## config.mk

```make
export PLATFORM = sky130hd
export DESIGN_NAME = reaction_timer
export DESIGN_NICKNAME = d
export VERILOG_FILES = /design/src/rtl/reaction_pkg.sv /design/src/rtl/bcd_digit.sv /design/src/rtl/reaction_timer.sv
export SDC_FILE = /design/constraint.sdc
export NUM_CORES = 1
export LEC_CHECK = 0
export BUFFER_PORTS_ARGS = -buffer_cell sky130_fd_sc_hd__buf_4
export CAP_MARGIN = 10
export CORE_UTILIZATION = 50
export DETAILED_ROUTE_END_ITERATION = 8
export PLACE_DENSITY = 0.68
export REMOVE_ABC_BUFFERS = 1
export SLEW_MARGIN = 20
export SYNTH_ARGS = -nofsm -noshare
export SYNTH_HDL_FRONTEND = slang
export SYNTH_SLANG_ARGS = --single-unit
```

## constraint.sdc

```tcl
create_clock -name clk -period 6.5 [get_ports clk]
set_clock_uncertainty 0.15 [all_clocks]
set_input_delay 1.3 -clock clk [delete_from_list [all_inputs] [get_ports clk]]
set_output_delay 1.3 -clock clk [all_outputs]
set_load 0.005 [all_outputs]
```

## src/rtl/reaction_pkg.sv

```systemverilog
// rtl/reaction_pkg.sv - shared states, BCD constants and LFSR step for reaction_timer
package reaction_pkg;

  typedef enum logic [1:0] {
    IDLE = 2'd0,
    ARM  = 2'd1,
    RUN  = 2'd2,
    FOUL = 2'd3
  } state_e;

  localparam logic [3:0]  BCD_MAX       = 4'd9;
  localparam logic [3:0]  FOUL_DIGIT    = 4'hF;
  // Galois right-shift form of x^16+x^14+x^13+x^11
  localparam logic [15:0] LFSR_TAPS     = 16'hB400;
  localparam logic [15:0] BCD_ALL_NINE  = 16'h9999;
  // Count value from which one more tick saturates the display
  localparam logic [15:0] BCD_LAST_STEP = 16'h9998;

  function automatic logic [15:0] lfsr_next(input logic [15:0] cur);
    logic [15:0] nxt;
    nxt = cur >> 1;
    if (cur[0]) nxt = nxt ^ LFSR_TAPS;
    return nxt;
  endfunction

endpackage

```

## src/rtl/bcd_digit.sv

```systemverilog
// rtl/bcd_digit.sv - one BCD decade with clear, increment and carry-out
module bcd_digit
  import reaction_pkg::*;
(
  input  logic       clk_i,
  input  logic       rst_i,
  input  logic       clr_i,
  input  logic       inc_i,
  output logic [3:0] value_o,
  output logic       carry_o
);

  logic [3:0] value_q, value_d;

  // Clear wins over increment; 9 wraps to 0 and raises carry for the next decade
  always_comb begin
    value_d = value_q;
    if (clr_i) begin
      value_d = 4'd0;
    end else if (inc_i) begin
      value_d = (value_q == BCD_MAX) ? 4'd0 : value_q + 4'd1;
    end
  end

  // Decade register
  always_ff @(posedge clk_i) begin
    if (rst_i) value_q <= 4'd0;
    else       value_q <= value_d;
  end

  assign value_o = value_q;
  assign carry_o = inc_i && (value_q == BCD_MAX);

endmodule

```

## src/rtl/reaction_timer.sv

```systemverilog
// rtl/reaction_timer.sv - reaction-time game core: random arm delay, GO lamp, BCD tick counter; optional best score via BEST_SCORE_EN
module reaction_timer
  import reaction_pkg::*;
#(
  parameter int unsigned CLK_HZ          = 50_000_000,
  parameter int unsigned TICK_HZ         = 1000,
  parameter int unsigned MIN_DELAY_TICKS = 1000,
  parameter int unsigned RAND_BITS       = 11,
  parameter logic [15:0] LFSR_SEED       = 16'hACE1
)(
  input  logic       clk,
  input  logic       rst,
  input  logic       key_press,
  input  logic       show_best,
  output logic [3:0] dig3,
  output logic [3:0] dig2,
  output logic [3:0] dig1,
  output logic [3:0] dig0,
  output logic       go_led,
  output logic       foul,
  output logic       overflow
);

  localparam int unsigned DIV = CLK_HZ / TICK_HZ;
  localparam int unsigned PW  = (DIV > 1) ? $clog2(DIV) : 1;
  localparam int unsigned DW  = $clog2(MIN_DELAY_TICKS + (2 ** RAND_BITS));
  localparam logic [PW-1:0] PRESC_LAST = PW'(DIV - 1);

  state_e        state_q;
  logic [15:0]   lfsr_q;
  logic [PW-1:0] presc_q, presc_d;
  logic [DW-1:0] delay_q;
  logic [DW-1:0] delay_load;
  logic          go_led_q, foul_q, overflow_q;

  logic          tick;
  logic          delay_expire;
  logic          enter_arm, enter_run, run_stop;
  logic          cnt_clr, cnt_inc, reach_max;
  logic [15:0]   count;
  logic [3:0]    carry;
  logic [3:0]    inc_chain;
  logic          show_best_sel;
  logic [15:0]   best_disp;
  logic [15:0]   disp;
  logic          unused_carry;

  assign tick         = (presc_q == PRESC_LAST);
  assign delay_expire = (delay_q <= DW'(1));
  assign delay_load   = DW'(MIN_DELAY_TICKS) + DW'(lfsr_q[RAND_BITS-1:0]);

  // A press always wins over a same-cycle expiry or tick
  assign enter_arm = (state_q == IDLE) && key_press;
  assign enter_run = (state_q == ARM) && !key_press && tick && delay_expire;
  assign run_stop  = (state_q == RUN) && key_press;
  assign cnt_inc   = (state_q == RUN) && !key_press && tick && (count != BCD_ALL_NINE);
  assign reach_max = cnt_inc && (count == BCD_LAST_STEP);
  assign cnt_clr   = enter_run || ((state_q == FOUL) && key_press);

  // Prescaler restarts on ARM/RUN entry so the first tick is a full period away
  always_comb begin
    presc_d = presc_q + 1'b1;
    if (enter_arm || enter_run || tick) presc_d = '0;
  end

  // Prescaler register
  always_ff @(posedge clk) begin
    if (rst) presc_q <= '0;
    else     presc_q <= presc_d;
  end

  // Free-running LFSR, advances every cycle regardless of state
  always_ff @(posedge clk) begin
    if (rst) lfsr_q <= LFSR_SEED;
    else     lfsr_q <= lfsr_next(lfsr_q);
  end

  // Game FSM with registered lamp and flag outputs
  always_ff @(posedge clk) begin
    if (rst) begin
      state_q    <= IDLE;
      delay_q    <= '0;
      go_led_q   <= 1'b0;
      foul_q     <= 1'b0;
      overflow_q <= 1'b0;
    end else begin
      case (state_q)
        IDLE: begin
          if (key_press) begin
            state_q <= ARM;
            delay_q <= delay_load;
          end
        end
        ARM: begin
          if (key_press) begin
            state_q <= FOUL;
            foul_q  <= 1'b1;
          end else if (tick) begin
            if (delay_expire) begin
              state_q    <= RUN;
              go_led_q   <= 1'b1;
              overflow_q <= 1'b0;
            end else begin
              delay_q <= delay_q - DW'(1);
            end
          end
        end
        RUN: begin
          if (key_press) begin
            state_q  <= IDLE;
            go_led_q <= 1'b0;
          end else if (reach_max) begin
            state_q    <= IDLE;
            go_led_q   <= 1'b0;
            overflow_q <= 1'b1;
          end
        end
        FOUL: begin
          if (key_press) begin
            state_q <= IDLE;
            foul_q  <= 1'b0;
          end
        end
        default: state_q <= IDLE;
      endcase
    end
  end

  assign inc_chain    = {carry[2:0], cnt_inc};
  assign unused_carry = carry[3];

  for (genvar i = 0; i < 4; i++) begin : g_digit
    bcd_digit u_digit (
      .clk_i   (clk),
      .rst_i   (rst),
      .clr_i   (cnt_clr),
      .inc_i   (inc_chain[i]),
      .value_o (count[4*i +: 4]),
      .carry_o (carry[i])
    );
  end

`ifdef BEST_SCORE_EN
  logic [15:0] best_q;
  logic        best_valid_q;

  // Keep the fastest run stopped by a press; overflows and fouls never qualify
  always_ff @(posedge clk) begin
    if (rst) begin
      best_q       <= BCD_ALL_NINE;
      best_valid_q <= 1'b0;
    end else if (run_stop && (!best_valid_q || (count < best_q))) begin
      best_q       <= count;
      best_valid_q <= 1'b1;
    end
  end

  assign show_best_sel = (state_q == IDLE) && show_best && best_valid_q;
  assign best_disp     = best_q;
`else
  logic unused_best_inputs;
  assign unused_best_inputs = show_best ^ run_stop;
  assign show_best_sel      = 1'b0;
  assign best_disp          = '0;
`endif

  // Display select: foul pattern, then best score, else the live/last count
  always_comb begin
    disp = count;
    if (foul_q)             disp = {4{FOUL_DIGIT}};
    else if (show_best_sel) disp = best_disp;
  end

  assign dig3     = disp[15:12];
  assign dig2     = disp[11:8];
  assign dig1     = disp[7:4];
  assign dig0     = disp[3:0];
  assign go_led   = go_led_q;
  assign foul     = foul_q;
  assign overflow = overflow_q;

endmodule

```

---- Word level (Yosys, flattened, before mapping) ----
Cells that the tools add are included.
Widths: inputs -> output; s select.
cells by class
  add/subtract/negate cells ............... 7
  divide/modulo/power cells ............... 0
  mux-type cells .......................... 34
  multipliers ............................. 0
  shifts and indexed selects .............. 0
  eq/ne operators ......................... 22
  bitwise logic cells ..................... 1
  reduce and logical (&&, ||, !) cells .... 27
  $lt $le $gt $ge ......................... 1
operators by type and width
  operator                number
  $mux 12                 4
  $eq 16x16->1 const B    2
  $mux 16                 2
  $pmux 12 s2             1
  $ne 2x2->1 const B      9
  $add 16x1->16 const B   1
  $add 4x1->4 const B     4
  $eq 4x4->1 const B      4
  $mux 4                  4
  $ne 16x16->1 const B    1
  $reduce_and 5->1        3
  $mux 2                  7
  $add 10x11->12 const A  1
  $le 12x1->1 const B     1
  $logic_and 1x1->1       12
  $mux 1                  12
  $sub 12x1->12 const B   1
  $ne 3x3->1 const B      3
  $pmux 2 s4              1
  $pmux 1 s2              3
  $reduce_and 6->1        1
  $reduce_bool 2->1       3
  $eq 2x2->1 const B      2
  $not 3->4               1
  other kinds (6)         9
word-level totals
  flip-flop bits (word level) ............. 65
  input port bits ......................... 4
  memories ................................ 0
  ROM bits ................................ 0
  memory bits (writable) .................. 0
  logic and storage cells ................. 103
  latch bits .............................. 0

---- Longest topological paths before layout ----
Gate-level depths: netlist (run 1).
  word-level depth ........................ 8
  gate-level depth with buffers ........... 8

---- Hierarchy ----
From an unflattened synthesis (run 1), not the netlist that was laid out.
unflattened totals
  cell total of the unflattened synthesis .. 368
  area, all modules ....................... 3284.4 um^2
by module, submodules not included
  module          instances  cells each  seq. area each (um^2)  area an instance (um^2)
  reaction_timer  1          288         980.9                  2528.7
  bcd_digit       4          20          80.1                   188.9

---- Worst setup path after synthesis (run 1) ----
OpenSTA, ideal clock, no wires.
  path kind ............................... input to register
  from .................................... input port key_press
  to ...................................... register g_digit[1].u_digit.value_q[1]
  slack ................................... 3.615 ns
  arrival ................................. 2.665 ns
  setup time .............................. 0.070 ns
  stages on the path ...................... 6
  data required time ...................... 6.280 ns
  cells stage by stage .................... clkbuf_1 > nand3b_1 > or3_4 > buf_6 > or4_1 > a21oi_1
between the ends
  longest elaborated chain between the ends .. 6
  elaborated cells on any way between the ends .. 11
  classes of those cells .................. reduce/logical (11)
ends and longest elaborated chain
  what                              RTL line                                    RTL
  start, declared                   reaction_timer.sv:13                        input logic key_press,
  $logic_not 1->1                   reaction_timer.sv:54, reaction_timer.sv:56
  $logic_and 1x1->1 (3 in a row)    reaction_timer.sv:54                        assign enter_run = (state_q == ARM) && !key_press && tick && delay_expire;
  $logic_or 1x1->1                  reaction_timer.sv:58                        assign cnt_clr = enter_run || ((state_q == FOUL) && key_press);
  $reduce_or 2->1 (no source line)  --
  end signal, assigned              bcd_digit.sv:28                             else value_q <= value_d;
  end, declared                     bcd_digit.sv:13                             logic [3:0] value_q, value_d;
Parallel ways exist; a longest one is shown, timed or not.
A chain may end at the register's enable or synchronous reset.

---- Final worst setup path (run 1) ----
  from .................................... input port key_press
  to ...................................... register g_digit[1].u_digit.value_q[2]
Same word-level chain as after synthesis.

==> run summary, run 1 <==
top cells by area, synth: dfxtp_1 (40%), xnor2_1 (5.1%), nor2_1 (4.7%)
DRC Markers: 0
Row Count: 28
average cell area after synthesis: 8.412 um^2
commonest cells in the netlist: dfxtp_1 (65), nor2_1 (41), nand2_1 (23), nor3_1 (23), or2_2 (23)
top-area cell type share of the netlist area: 40.08%
clock sink count: 65
DR vias: 2771
register area share after synthesis: 40.08%
final setup violation count: 0
WHS Endpoint: lfsr_q[11]$_SDFF_PP1_
MaxCap Viol Count: 0
Seq cells post-synth: 65
crit end category: flip-flop
Min-Delay Path Class: reg -> reg
cell area after synthesis: 3247 um^2
gr usage total: 22.66%
clock latency on the worst-skew pair: 0.35 ns
fmax: 320.6 MHz
layout cell share with drive strength beyond 1: 16.01%
Slew Limit Fails: 0
final core occ: 59.87%
1st-iter DRT viols: 182
# IOs: 23
CP Max Fanout: 16
crit path kind: in -> reg
Rel. slew slack: 49.70%
DR WL/cell: 14.56 um
Root Driver: clkbuf_8
RSZ-0062 raised after global routing: no
Hold Vio Cnt, Final: 0
H-Tree Depth: 3
kind of start point of the critical path: input pin
ANT cells: 0
Worst Reg2Reg Path Length in Cells: 5
most frequent cell after synthesis: dfxtp_1
area added between synthesis and finish: 12.41%
Num CTS Buffers: 9
period utilisation layout: 47.98%
flop-to-flop setup slack: 3.83 ns
status: completed
core box area: 6096 um^2
Worst Hold Depth: 1
initial antenna violation count: 0
crit path DAT: 3.18 ns
Post-synth EDFFs: 0
Cells after Synth: 386
overflow left after global routing: 0
DRT Pass-1 Iters: 4
Slew @ Worst Pin: 0.7544 ns
height of the chip: 82.59 um
vias in the first global route: 2489
die width: 82.59 um
min-delay src: lfsr_q[12]$_SDFF_PP0_
Port Buffer Count: 21
R2R Path Start: delay_q[5]$_SDFFE_PP0P_
asr flop ratio synth: 0%
first-pass GRT wire length: 11650 um
CTS Hold Bufs: 0
cts repair resizes: 0
Pleak: 1.345 nW
maximum buffer depth of the clock tree: 2
worst path required time: 6.56 ns
Layout Nets: 409
R2R Path End: g_digit[1].u_digit.value_o[2]$_SDFFE_PP0N_
Tmin final: 3.119 ns
final wirelength: 7005 um
largest net degree at the start of global routing: 31
CTS tree: yes
setup TNS: 0 ns
Power Density: 250.5 nW/um^2
postcts setup bufs: 0
maximum vdd drop: 0.1836 mV
gpl congestion: 0.8458
vias per inst: 5.761
Initial Utilization: 53.26%
DP Wirelength: 4729 um
top_reg_cell synth: dfxtp_1
Detail Route Antenna Nets: 0
Yosys cell types: 50
cell taking the most area after synthesis: dfxtp_1
Syn. warnings: 0
total die area: 6820 um^2
Worst-path clk slew: 0.07 ns
## final cells by class
cell class / instances / area [um^2]
fill: 593 / 2446
multi-input combinational: 296 / 1848
sequential: 65 / 1301
timing repair buffer: 21 / 157.7
clock buffer: 9 / 123.9
clock inverter: 7 / 95.09
tap: 75 / 93.84
inverter: 8 / 30.03
## report_power, final
| group | switching (mW) | total (mW) | internal (mW) |
|---|---|---|---|
| Sequential | 0.0197 | 0.434 | 0.415 |
| Clock | 0.163 | 0.378 | 0.216 |
| Combinational | 0.0555 | 0.102 | 0.0460 |
| Total | 0.238 | 0.914 | 0.676 |
## logic make-up (layout without fill, tap and decap cells)
group                      count (synthesis)  after routing  synth area share (%)
and+or+nand+nor                          198            198                 34.49
buffers and inverters                     25             45                 3.198
DFF                                       65             65                 40.08
muxes                                      2              2                0.6166
adders and majority gates                  4              4                 1.541
AOI/OAI and AO/OA                         62             62                 11.99
xor gates and xnor gates                  30             30                 8.092
## metrics by stage
step           instance area (um^2)  setup slack [ns]  hold slack (ns)  total power [mW]  instances
3_5_place_dp                   3425             2.994           0.2450            0.5437        465
4_1_cts                        3643             3.372           0.2631            0.9206        481
3_3_place_gp                   3425             3.078           0.2425            0.5418        465
6_report                       3650             3.381           0.2600            0.9143        481
2_1_floorplan                  3173             3.710           0.2395            0.5081        369
5_1_grt                        3650             3.141           0.2791            0.9531        481
## critical path, cell delays in order
cell,delay [ns]
buf_4,0.15
and4b_1,0.27
nand4_1,0.38
nor3_1,0.43
or3_1,0.53
nor2_1,0.11
## sequential cells by signal, summed over array words and instances (netlist names)
name	cells
delay_q	12
foul	1
g_digit.u_digit.value_o	16
go_led	1
lfsr_q	16
overflow	1
presc_q	16
state_q	2
## cells in the final DEF, fill, tap and decap left out, drive strengths merged, types with 11 or more instances in the layout
cell type,Yosys,layout
a21oi,22,22
buf,3,21
dfxtp,65,65
nand2,23,23
nor2,41,41
nor2b,14,14
nor3,23,23
nor4,14,14
or2,23,23
xnor2,19,19
xor2,11,11
## worst max-delay path by stage
stage	from	end	slack (ns)	depth (start not counted)
floorplan	key_press	g_digit[0].u_digit.value_o[0]$_SDFFE_PP0P_	3.71	5
global route	key_press	g_digit[0].u_digit.value_o[2]$_SDFFE_PP0P_	3.14	6
detailed placement	key_press	g_digit[1].u_digit.value_o[2]$_SDFFE_PP0N_	2.99	6
global placement	key_press	g_digit[0].u_digit.value_o[2]$_SDFFE_PP0P_	3.08	6
finish	key_press	g_digit[1].u_digit.value_o[2]$_SDFFE_PP0N_	3.38	6
CTS	key_press	g_digit[1].u_digit.value_o[2]$_SDFFE_PP0N_	3.37	6
## metal layers
metal,GRT usage [%],part of all wire [%],vias to the layer above
li1,-,-,1411
met1,30.65,50,1308
met2,35.04,45,48
met3,3.956,3.7,4
met4,10.34,0.74,0
met5,0,0,-
Note: power is estimated with default switching activity, not from simulation.
==> run 2: changes to the inputs <==
--- a/config.mk
+++ b/config.mk
@@ -9,7 +9,7 @@
 export CAP_MARGIN = 10
 export CORE_UTILIZATION = 50
 export DETAILED_ROUTE_END_ITERATION = 8
-export PLACE_DENSITY = 0.68
+export PLACE_DENSITY = 0.71
 export REMOVE_ABC_BUFFERS = 1
 export SLEW_MARGIN = 20
 export SYNTH_ARGS = -nofsm -noshare
==> constraint.sdc (replaced) <==
create_clock -name clk -period 2.6 [get_ports clk]
set_clock_uncertainty 0.15 [all_clocks]
set_input_delay 0.52 -clock clk [delete_from_list [all_inputs] [get_ports clk]]
set_output_delay 0.52 -clock clk [all_outputs]
set_load 0.005 [all_outputs]
==> run 2 against run 1 <==
  * Critical path depth unchanged
  * Wire length down 1.2%
  * Cell count is 1.9% higher
  * Setup slack got worse by 3.1 ns
  * Global-route usage down 0.57 points
  * Sequential share of layout area is 0.35 points lower
  * Total power grew 140%
  * Flip-flop and latch count did not move
  * Highest routed layer unchanged
==> run summary, run 2 (synthesis results as in run 1) <==
Pleak: 1.377 nW
height of the chip: 82.59 um
H-Tree Depth: 3
core box area: 6096 um^2
postcts setup bufs: 0
Sw Share: 26.83%
Rel. slew slack: 61.56%
final setup violation count: 0
Top delay family on crit path: simple AND/OR/NAND/NOR gates
maximum buffer depth of the clock tree: 2
Seq pwr share: 49.4%
# fillers: 539
die width: 82.59 um
final core occ: 60.47%
crit-path max cell delay: 0.49 ns
overflow left after global routing: 0
Row Count: 28
worst path required time: 2.72 ns
Detail Route Antenna Nets: 0
Num CTS Buffers: 9
fmax: 427.4 MHz
first-pass GRT wire length: 11330 um
crit path DAT: 2.46 ns
1st-iter DRT viols: 193
clock sink count: 65
status: completed
total die area: 6820 um^2
period utilisation layout: 89.99%
CTS tree: yes
clock latency on the worst-skew pair: 0.34 ns
Clk network pwr share: 38.3%
Layout Nets: 418
gr usage total: 22.08%
Min-Delay Path Class: reg -> reg
worst path bufs/invs: 0
DR WL/cell: 14.12 um
CTS Hold Bufs: 0
DP Wirelength: 4667 um
commonest non-fill, non-tap cell in the layout: dfxtp_1
kind of start point of the critical path: flip-flop
cts repair resizes: 0
CP max stage cell: or4_1
area added between synthesis and finish: 13.53%
Logic pwr share: 12.3%
Initial Utilization: 53.26%
Slew Limit Fails: 0
final wirelength: 6920 um
Power Density: 596.1 nW/um^2
vias in the first global route: 2438
ANT cells: 0
MaxCap Viol Count: 0
vias per inst: 5.727
Post-DP Area: 3492 um^2
Slew @ Worst Pin: 0.5621 ns
Root Driver: clkbuf_8
crit path kind: reg -> reg
largest net degree at the start of global routing: 31
worst path cell trace: ha_1 > and3_1 > nand4_2 > or3_4 > or4_1 > a21oi_1
Hold Vio Cnt, Final: 0
RSZ-0062 raised after global routing: no
setup TNS: 0 ns
most frequent cells in the layout: dfxtp_1 (65), nor2_1 (41), buf_4 (30)
Worst-path clk slew: 0.08 ns
layout cell share with drive strength beyond 1: 17.59%
Tmin final: 2.340 ns
gpl congestion: 0.8351
Port Buffer Count: 21
Design Power: 2.197 mW
CP Max Fanout: 12
DRC Markers: 0
sw power: 0.5895 mW
initial antenna violation count: 0
final instance area: 3686 um^2
crit end category: flip-flop
Pint: 1.608 mW
DRT Pass-1 Iters: 4
DR vias: 2806
maximum vdd drop: 0.3647 mV
# IOs: 23
run 2: changes by cell type in the layout (fill, tap and decap cells not counted):
cell and change:
clkinv_2 +1, nor4bb_1 +1, buf_4 +9, clkinv_4 -1
inv_6 +1, bufinv_16 -1, nor4bb_2 -1
run 2: layout make-up:
cell class / count / area (um^2) / area share [%]
inverter: 8 / 30.03 / 0.8147
multi-input combinational: 296 / 1842 / 49.97
sequential: 65 / 1301 / 35.30
timing repair buffer: 30 / 225.2 / 6.110
tap: 75 / 93.84 / 2.546
clock inverter: 7 / 70.07 / 1.901
clock buffer: 9 / 123.9 / 3.360
run 2: final timing paths:
path	slack, ns	cells after the start	start	to
max	0.26	6	presc_q[0]$_SDFF_PP0_	g_digit[3].u_digit.value_o[0]$_SDFFE_PP0P_
min reg2reg	0.26	1	lfsr_q[12]$_SDFF_PP0_	lfsr_q[11]$_SDFF_PP1_
max reg2reg	0.26	6	presc_q[0]$_SDFF_PP0_	g_digit[3].u_digit.value_o[0]$_SDFFE_PP0P_
min	0.26	1	lfsr_q[12]$_SDFF_PP0_	lfsr_q[11]$_SDFF_PP1_
run 2: per-stage QoR:
stage	std cells	hold WS, ns	setup slack, ns
finish	490	0.2640	0.2604
floorplan	369	0.2395	0.3856
detailed placement	474	0.2471	0.2666
global placement	474	0.2420	0.3200
CTS	490	0.2651	0.2521
global route	490	0.2732	0.09716
run 2: routing by layer:
layer  routed length [um]  vias up  GRT usage [%]
met1                 3632     1314          30.99
met2                 2953       58          32.48
li1                     -     1427              -
met3                  254        7          4.396
met4                   79        0          9.828
met5                    0        -              0
run 2: power by group through the flow:
stage	clock network [mW]	registers, mW	logic (mW)
finish	0.842	1.09	0.270
global route	0.905	1.09	0.301
CTS	0.862	1.08	0.270
detailed placement	0	1.11	0.268
global placement	0	1.10	0.264
floorplan	0	1.09	0.178
==> run 3: changes to the inputs <==
--- a/config.mk
+++ b/config.mk
@@ -8,8 +8,9 @@
 export BUFFER_PORTS_ARGS = -buffer_cell sky130_fd_sc_hd__buf_4
 export CAP_MARGIN = 10
 export CORE_UTILIZATION = 50
+export CTS_BUF_LIST = sky130_fd_sc_hd__clkbuf_2 sky130_fd_sc_hd__clkbuf_4 sky130_fd_sc_hd__clkbuf_8
 export DETAILED_ROUTE_END_ITERATION = 8
-export PLACE_DENSITY = 0.71
+export PLACE_DENSITY = 0.68
 export REMOVE_ABC_BUFFERS = 1
 export SLEW_MARGIN = 20
 export SYNTH_ARGS = -nofsm -noshare
==> constraint.sdc (replaced) <==
create_clock -name clk -period 3 [get_ports clk]
set_clock_uncertainty 0.15 [all_clocks]
set_input_delay 0.6 -clock clk [delete_from_list [all_inputs] [get_ports clk]]
set_output_delay 0.6 -clock clk [all_outputs]
set_load 0.005 [all_outputs]
==> run 3 against run 2 <==
  * Non-clock buffer count decreased by 3
  * Combinational power is 15% lower
  * Flip-flop and latch count stayed put
  * Critical endpoint unchanged
  * Highest routed layer unchanged
  * Wire length grew 0.95%
  * Sequential share of layout area grew 0.14 points
  * First-iteration DRC count fell by 30%
  * Hold slack better by 0.011 ns
  * Die area stayed put
  * Fmax shrank 4.8%
  * Clock-buffer cell count up 4
  * Critical path type unchanged
  * Global-route usage is 1.4 points higher
  * Design area down 0.41%
==> run summary, run 3 (synthesis results as in run 1) <==
Min-Delay Path Class: reg -> reg
Num CTS Buffers: 9
worst path required time: 3.12 ns
crit end category: flip-flop
metal3 WL: 296 um
largest net degree at the start of global routing: 31
maximum buffer depth of the clock tree: 2
Layout Nets: 415
DP Worst Slack: 0.5791 ns
area added between synthesis and finish: 13.06%
routed wl met2: 3186 um
Port Buffer Count: 21
die width: 82.59 um
clock sink count: 65
initial antenna violation count: 0
placed insts: 471
height of the chip: 82.59 um
overflow left after global routing: 0
setup TNS: 0 ns
min-delay src: lfsr_q[12]$_SDFF_PP0_
Top delay family on crit path: simple AND/OR/NAND/NOR gates
DP Wirelength: 4805 um
Metal-1 WL: 3398 um
vias in the first global route: 2592
crit path DAT: 2.58 ns
DRC Markers: 0
R2R Path End: g_digit[3].u_digit.value_o[0]$_SDFFE_PP0P_
H-Tree Depth: 3
Worst-path clk slew: 0.07 ns
non-filler cells, final: 487
clock latency on the worst-skew pair: 0.34 ns
ANT cells: 0
Tmin final: 2.457 ns
crit path kind: reg -> reg
vias per inst: 5.752
status: completed
gpl congestion: 0.8527
DRT Pass-1 Iters: 4
MaxCap Viol Count: 0
1st-iter DRT viols: 136
Multi-input gate area: 1842 um^2
Slew Limit Fails: 0
most frequent cells in the layout: dfxtp_1 (65), nor2_1 (41), buf_4 (27)
Row Count: 28
CTS Hold Bufs: 0
cts repair resizes: 0
DR vias: 2801
Slew @ Worst Pin: 0.5883 ns
period utilisation layout: 81.91%
final wirelength: 6986 um
Worst Hold Depth: 1
register area: 1301 um^2
kind of start point of the critical path: flip-flop
fmax: 406.9 MHz
RSZ-0062 raised after global routing: no
DR WL/cell: 14.34 um
Worst Reg2Reg Path Length in Cells: 6
final instance area: 3671 um^2
Root Driver: clkbuf_8
core box area: 6096 um^2
maximum vdd drop: 0.4267 mV
final core occ: 60.22%
postcts setup bufs: 0
Post-DP Area: 3470 um^2
Rel. slew slack: 59.76%
top routing layer used: met4
WHS Endpoint: lfsr_q[11]$_SDFF_PP1_
CP Max Fanout: 12
# IOs: 23
commonest non-fill, non-tap cell in the layout: dfxtp_1
PnR worst setup slack: 0.5426 ns
flop-to-flop setup slack: 0.54 ns
Detail Route Antenna Nets: 0
crit-path max cell delay: 0.51 ns
Hold Vio Cnt, Final: 0
total die area: 6820 um^2
Pleak: 1.358 nW
worst path bufs/invs: 0
CTS tree: yes
gr usage total: 23.44%
final setup violation count: 0
worst path cell trace: ha_1 > and3_1 > nand4_2 > or3_4 > or4_1 > a21oi_1
# fillers: 577
layout cell share with drive strength beyond 1: 16.99%
CP max stage cell: or3_4
first-pass GRT wire length: 11970 um
R2R Path Start: presc_q[0]$_SDFF_PP0_
Power Density: 517.5 nW/um^2
Initial Utilization: 53.26%
run 3: changes by cell type in the layout (fill, tap and decap cells not counted):
cell | previous run | this run
clkbuf_8 | 9 | 13
bufinv_16 | 1 | 0
clkinv_2 | 3 | 0
clkinv_4 | 1 | 0
clkinvlp_4 | 1 | 3
buf_4 | 30 | 27
inv_6 | 1 | 0
run 3: metal layers:
layer	global-route usage [%]	up-vias
met5	0	-
met4	10.17	0
met3	5.604	8
met2	37.77	65
met1	29.72	1310
li1	-	1418
run 3: per-stage QoR:
| stage | hold slack [ns] | total power, mW |
|---|---|---|
| after detailed placement | 0.2682 | 1.188 |
| after CTS | 0.2848 | 1.916 |
| after global placement | 0.2412 | 1.183 |
| final | 0.2748 | 1.900 |
| after floorplan | 0.2395 | 1.101 |
| after global routing | 0.2881 | 1.989 |
run 3: layout make-up:
cell class / instances / share of cell area [%]
flip-flops and latches: 65 / 35.45
clock inverters: 3 / 0.6135
repair buffers: 27 / 5.521
clock buffers: 13 / 4.874
inverters: 8 / 0.8180
multi-input cells: 296 / 50.17
well taps: 75 / 2.556
run 3: report_power, final:
group	total (mW)	internal, mW	switching [mW]
sequential	0.940	0.898	0.0421
clock	0.729	0.390	0.339
combinational	0.230	0.108	0.122
run 3: worst max-delay path by stage:
stage | from | end | cells past startpoint
4_1_cts | presc_q[0]$_SDFF_PP0_ | g_digit[3].u_digit.value_o[0]$_SDFFE_PP0P_ | 6
5_1_grt | presc_q[0]$_SDFF_PP0_ | g_digit[3].u_digit.value_o[0]$_SDFFE_PP0P_ | 6
2_1_floorplan | presc_q[0]$_SDFF_PP0_ | g_digit[3].u_digit.value_o[0]$_SDFFE_PP0P_ | 6
3_5_place_dp | presc_q[0]$_SDFF_PP0_ | g_digit[3].u_digit.value_o[0]$_SDFFE_PP0P_ | 6
6_report | presc_q[0]$_SDFF_PP0_ | g_digit[3].u_digit.value_o[0]$_SDFFE_PP0P_ | 6
3_3_place_gp | presc_q[0]$_SDFF_PP0_ | g_digit[3].u_digit.value_o[0]$_SDFFE_PP0P_ | 6
run 3: worst register-to-register path, cell delays in order (launching register included):
cell,delay [ns]
dfxtp_1,0.37
ha_1,0.24
and3_1,0.27
nand4_2,0.19
or3_4,0.51
or4_1,0.50
a21oi_1,0.15
